<file path="config.mk">
export PLATFORM = sky130hd
export DESIGN_NAME = rca2_ora
export DESIGN_NICKNAME = d
export VERILOG_FILES = /design/src/rtl/rca2_pkg.sv /design/src/rtl/rca2_misr.sv /design/src/rtl/rca2_ora.sv
export SDC_FILE = /design/constraint.sdc
export NUM_CORES = 1
export LEC_CHECK = 0
export CORE_UTILIZATION = 30
export CTS_BUF_LIST = sky130_fd_sc_hd__clkbuf_4
export DETAILED_ROUTE_END_ITERATION = 8
export HOLD_SLACK_MARGIN = 0.12
export PLACE_DENSITY = 0.61
export SLEW_MARGIN = 20
export SYNTH_ARGS = -nofsm -noshare
export SYNTH_HDL_FRONTEND = slang
export SYNTH_SLANG_ARGS = --single-unit
</file>
<file path="constraint.sdc">
create_clock -name clk -period 2.6 [get_ports clk]
set_input_delay 0.39 -clock clk [delete_from_list [all_inputs] [get_ports clk]]
set_output_delay 0.39 -clock clk [all_outputs]
set_load 0.01 [all_outputs]
</file>
<file path="src/rtl/rca2_pkg.sv">
// Shared types and constants for the 4-bit RCA double-fault output response analyser.
package rca2_pkg;

    localparam int WIDTH = 4;
    localparam int NPAT  = 8;
    localparam int CW    = $clog2(NPAT);
    localparam int SW    = WIDTH + 1;

    localparam logic [SW-1:0] MISR_SEED  = 5'h1F;
    localparam logic [SW-1:0] MISR_POLY  = 5'h05;
    // Signature left behind by a fault-free sweep of the standard 8-pattern set
    localparam logic [SW-1:0] GOLDEN_SIG = 5'h18;

    typedef enum logic [1:0] {
        IDLE = 2'd0,
        RUN  = 2'd1,
        DONE = 2'd2
    } state_t;

    function automatic logic [SW-1:0] misr_next(input logic [SW-1:0] s, input logic [SW-1:0] d);
        return {s[SW-2:0], 1'b0} ^ (s[SW-1] ? MISR_POLY : '0) ^ d;
    endfunction

endpackage

</file>
<file path="src/rtl/rca2_misr.sv">
// 5-bit multiple-input signature register; load_seed and shift together seed then compact once.
module rca2_misr
    import rca2_pkg::*;
(
    input  logic          clk,
    input  logic          init,
    input  logic          load_seed,
    input  logic          shift,
    input  logic [SW-1:0] din,
    output logic [SW-1:0] sig
);

    always_ff @(posedge clk or posedge init) begin
        if (init) begin
            sig <= MISR_SEED;
        end else if (shift) begin
            sig <= misr_next(load_seed ? MISR_SEED : sig, din);
        end else if (load_seed) begin
            sig <= MISR_SEED;
        end
    end

endmodule

</file>
<file path="src/rtl/rca2_ora.sv">
// Output response analyser: compares adder results per pattern, logs failures and
// compacts responses into a MISR signature over one 8-pattern sweep.
module rca2_ora
    import rca2_pkg::*;
(
    input  logic             clk,
    input  logic             init,
    input  logic             test,
    input  logic [CW-1:0]    count,
    input  logic [WIDTH-1:0] at,
    input  logic [WIDTH-1:0] bt,
    input  logic             cint,
    input  logic [WIDTH-1:0] sum,
    input  logic             cout,
    output logic             done,
    output logic             pass,
    output logic [NPAT-1:0]  fail_map,
    output logic [CW:0]      fail_cnt,
    output logic [CW-1:0]    first_fail,
    output logic             seq_err,
    output logic [SW-1:0]    signature
);

    localparam logic [CW:0]   CNT_MAX = (CW+1)'(NPAT);
    localparam logic [CW:0]   CNT_ONE = (CW+1)'(1);
    localparam logic [CW-1:0] IDX_ONE = CW'(1);
    localparam logic [CW-1:0] IDX_LST = CW'(NPAT - 1);

    state_t          state;
    logic [CW-1:0]   exp_idx;
    logic [NPAT-1:0] seen;

    logic [SW-1:0]   exp_val;
    logic [SW-1:0]   resp;
    logic            miscmp;
    logic            start;
    logic            abort;
    logic            sample;
    logic            last;

    logic [NPAT-1:0] fm_n;
    logic [CW:0]     fc_n;
    logic [CW-1:0]   ff_n;
    logic            se_n;
    logic [NPAT-1:0] seen_n;

    assign exp_val = {1'b0, at} + {1'b0, bt} + {{WIDTH{1'b0}}, cint};
    assign resp    = {cout, sum};
    assign miscmp  = (resp != exp_val);

    assign start  = (state == IDLE) && test && (count == '0);
    assign abort  = (state == RUN) && !test;
    assign sample = start || ((state == RUN) && test);
    assign last   = (exp_idx == IDX_LST);

    // Log values the current sample would produce; a repeated index only flags seq_err
    always_comb begin
        fm_n   = fail_map;
        fc_n   = fail_cnt;
        ff_n   = first_fail;
        seen_n = seen;
        se_n   = seq_err || (count != exp_idx) || seen[count];
        if (!seen[count]) begin
            seen_n[count] = 1'b1;
            if (miscmp) begin
                fm_n[count] = 1'b1;
                if (fail_cnt != CNT_MAX) begin
                    fc_n = fail_cnt + CNT_ONE;
                end
                if (fail_cnt == '0) begin
                    ff_n = count;
                end
            end
        end
    end

    always_ff @(posedge clk or posedge init) begin
        if (init) begin
            state      <= IDLE;
            exp_idx    <= '0;
            seen       <= '0;
            done       <= 1'b0;
            pass       <= 1'b0;
            fail_map   <= '0;
            fail_cnt   <= '0;
            first_fail <= '0;
            seq_err    <= 1'b0;
        end else begin
            case (state)
                IDLE: begin
                    if (start) begin
                        fail_map   <= fm_n;
                        fail_cnt   <= fc_n;
                        first_fail <= ff_n;
                        seq_err    <= se_n;
                        seen       <= seen_n;
                        exp_idx    <= IDX_ONE;
                        state      <= RUN;
                    end
                end
                RUN: begin
                    if (!test) begin
                        state      <= IDLE;
                        exp_idx    <= '0;
                        seen       <= '0;
                        done       <= 1'b0;
                        pass       <= 1'b0;
                        fail_map   <= '0;
                        fail_cnt   <= '0;
                        first_fail <= '0;
                        seq_err    <= 1'b0;
                    end else begin
                        fail_map   <= fm_n;
                        fail_cnt   <= fc_n;
                        first_fail <= ff_n;
                        seq_err    <= se_n;
                        seen       <= seen_n;
                        exp_idx    <= exp_idx + IDX_ONE;
                        if (last) begin
                            state <= DONE;
                            done  <= 1'b1;
                            pass  <= (fm_n == '0) && !se_n;
                        end
                    end
                end
                DONE: begin
                    state <= DONE;
                end
                default: begin
                    state <= IDLE;
                end
            endcase
        end
    end

    rca2_misr u_misr (
        .clk       (clk),
        .init      (init),
        .load_seed (start || abort),
        .shift     (sample),
        .din       (resp),
        .sig       (signature)
    );

endmodule

</file>
==> metrics.md <==
| Metric | Value |
|---|---|
| EDFF count, synth | 0 |
| CP Max Fanout | 6 |
| Critical Path RT | about 2.9 ns |
| Core area | ~6400 um2 |
| Fillcell total | roughly 630 |
| CP most frequent cell | fa_2 |
| Pwr Density | 376 nW/um2 |
| Routed wire length | roughly 5200 um |
| Mapped Avg Cell Area | between 10 and 15 um2 |
| Delay of the slowest critical-path stage | roughly 0.56 ns |
| Initial antenna violation count | 0 |
| Worst Path Arrival | between 2 and 3 ns |
| Unrepaired setup endpoints after global routing | no |
| Layout cells sized above 1 | between 20% and 30% |
| Die H | about 84 um |
| First-pass GRT wire length | around 9000 um |
| Total gr overflow | 0 |
| Crit path cell chain | dlygate4sd2_1, fa_2, fa_2, xor2_2, a2111oi_4, buf_4, a21boi_4, a41o_1, a21oi_2 |
| Chip width | roughly 84 um |
| Root buf cell | clkbuf_4 |
| Hold Slack | between 0.4 and 0.5 ns |
| Vias in the first global route | between 1500 and 2000 |
| # placed instances | around 330 |
| Clock slew at reported path FFs | about 0.11 ns |
| I/O Pins | 43 |
| Final Cycle Share | between 90% and 100% |
| Max-cap viol count | 0 |
| Final HPWL DP | ~3700 um |
| Clock Sinks | 36 |
| CTS tree | done |
| Diodes inserted | 0 |
| Area of the multi-input gates | 1110 um2 |
| Largest delay share family, worst path | adder cells |
| Crit path time final | about 2.5 ns |
| CP Launch Type | primary input |
| Initial detailed-routing violation count | slightly above 70 |
| Main synth FF type | dfrtp_1 |
| Static Leak | 1.17 nW |
| Pre-Repair DR Iteration Count | 6 |
| Sequential fraction of the synthesis area | a little under half |
| CTS max path bufs | 2 |
| Area growth from synthesis to layout | 38.9% |
| ANT nets after route | 0 |
| Final core occ | a little over two fifths |
| Hold/Removal Path Class | in2async |
| Synthesis warning total | 0 |
| Cells after Synth | just under 200 |
| Number of port buffers | 42 |
| Syn nets | 223 |
| Row count | 29 |
| Sequential Area | just over 900 um2 |
| Layout Skew | ~0.014 ns |
| Hold Fails Final Rpt | 0 |
| Vias | approximately 1800 |
| Buffer and inverter count on the worst path | 2 |
| Hold buffers post-CTS | 0 |
| Yosys cell types | around 50 |
| Post-synth ARST share | 100% |
| Die area | a little over 7000 um2 |
| CP max-delay cell | fa_2 |
| Nets@finish | 290 |
| Largest net degree at the start of global routing | 37 |
| Worst-Margin Slew | roughly 0.50 ns |
| # H-tree levels | 2 |
| Post-Syn Area | just over 2000 um2 |
| GPL Wtd Cong | a little under 0.8 |
| Outcome | finished, violations left |
| Non-filler cells, final | ~340 |
| Clk_lat worst skew | 0.34 ns |
| Peak supply drop | between 0.2 and 0.25 mV |
| Wire per inst | roughly 15 um |
| Fin. max-slew vios | 0 |
| # setup viols final | 0 |
| Drc violations | 6 |
| Via density | approximately 5.2 |
| Critical path class | in2reg |
| Total track usage | ~16% |
| Setup crit end kind | flop |
| Failing checks | DRC |
| TNS Setup | 0 ns |
| Max-slew headroom | roughly 67% |
| Initial core utilization | roughly a third |
| Fmax | 0.400 GHz |
| CTS Buf Count | 5 |
| Seq cells post-synth | 36 |
[cells in the final DEF (no fill, tap or decap), types with 5 or more instances in the layout]
cell type        Yosys  final
clkdlybuf4s50_1      0     39
ha_1                 7      7
buf_4                1     26
inv_1                6      6
nand3_1              5      5
nor3_1               5      5
xnor2_1              9      7
o21ai_0             11     10
nand2_1             21     21
dfrtp_1             31     31
dfstp_2              5      5
nor2_1              15     15
a32o_1               7      7
a21oi_1             11      8
clkbuf_4             0      6
[kinds of logic after synthesis]
family | after synthesis | share of synthesized area [%]
and+or+nand+nor | 63 | 15.2
xor gates and xnor gates | 15 | 6.53
AOI/OAI and AO/OA | 52 | 18.6
buffers and inverters | 15 | 4.23
adders and majority gates | 9 | 6.34
DFF | 36 | 45.1
muxes | 4 | 4.04
[worst min-delay path: stages]
cell             delay (ns)
clkdlybuf4s50_1        0.39
inv_1                  0.05
buf_4                  0.40
[state kept, by name (all words and copies together), names as in the netlist]
| register | count |
|---|---|
| exp_idx | 3 |
| seq_err | 1 |
| state | 2 |
| pass | 1 |
| u_misr.sig | 5 |
| done | 1 |
| fail_cnt | 4 |
| seen | 8 |
| fail_map | 8 |
| first_fail | 3 |
[synth_stat cells, drive strengths merged, types with 2 or more instances]
cell | number | area share [%]
dfrtp | 31 | 39
nand2 | 21 | 3.9
nor2 | 16 | 3.1
o21ai | 14 | 3.5
a21oi | 11 | 2.7
xnor2 | 9 | 3.9
a32o | 7 | 3.5
ha | 7 | 4.4
buf | 6 | 2.5
inv | 6 | 1.1
nand3 | 6 | 2.1
xor2 | 6 | 2.6
dfstp | 5 | 6.5
nor3 | 5 | 1.2
o22a | 4 | 1.7
a22o | 3 | 1.3
clkbuf | 3 | 0.56
nand2b | 3 | 0.93
a21o | 2 | 0.75
a31oi | 2 | 0.62
fa | 2 | 2.0
mux2i | 2 | 1.6
mux4 | 2 | 2.4
nand3b | 2 | 0.75
nand4 | 2 | 0.62
o31ai | 2 | 0.99
or2 | 2 | 0.62
[path summary, 6_finish.rpt]
kind	startpoint	endpoint	slack (ns)	cells past startpoint
max reg2reg	seen[3]	fail_cnt[1]	0.68	5
min in group clk	seen[4]	seen[4]	0.49	2
max in group asynchronous	init	u_misr.sig[3]	1.78	3
min	init	exp_idx[0]	0.44	3
min reg2reg	seen[4]	seen[4]	0.49	2
max	at[0]	fail_cnt[3]	0.10	9
[per-stage QoR]
stage	cell area, um2	power, mW	setup slack (ns)
6_report	2800	1.05	0.103
5_1_grt	2800	1.10	0.00496
4_1_cts	2760	1.06	0.0323
3_5_place_dp	2640	0.739	-0.691
3_3_place_gp	2640	0.737	-0.587
2_1_floorplan	2010	0.666	0.0262
[cell type report]
class	instances	area share [%]
multi-input cells	144	39.6
flip-flops and latches	36	32.4
repair buffers	68	21.9
well taps	77	3.45
clock buffers	6	1.61
inverters	6	0.805
clock inverters	2	0.268
[routing by layer]
metal  track usage, %  vias to the layer above  part of all wire, %
met1             21.1                      859                   45
li1                 -                      839                    -
met2             26.2                       52                   49
met5                0                        -                    0
met3             3.46                        4                  5.2
met4             3.76                        0                 0.83
[repair_timing]
item | 4_1_cts | 5_1_grt
resized for setup | 12 | 4
gates cloned | 1 | 0
pin swaps | 6 | 4
buffers inserted | 1 | 2
endpoints found under the setup margin | 16 | 12
[where the power goes]
group | switching [mW] | internal [mW] | total, mW
Sequential | 0.00266 | 0.564 | 0.567
Clock | 0.178 | 0.111 | 0.289
Combinational | 0.0980 | 0.0984 | 0.196
Total | 0.279 | 0.774 | 1.05
No activity file was read; power rests on OpenSTA's default activity.
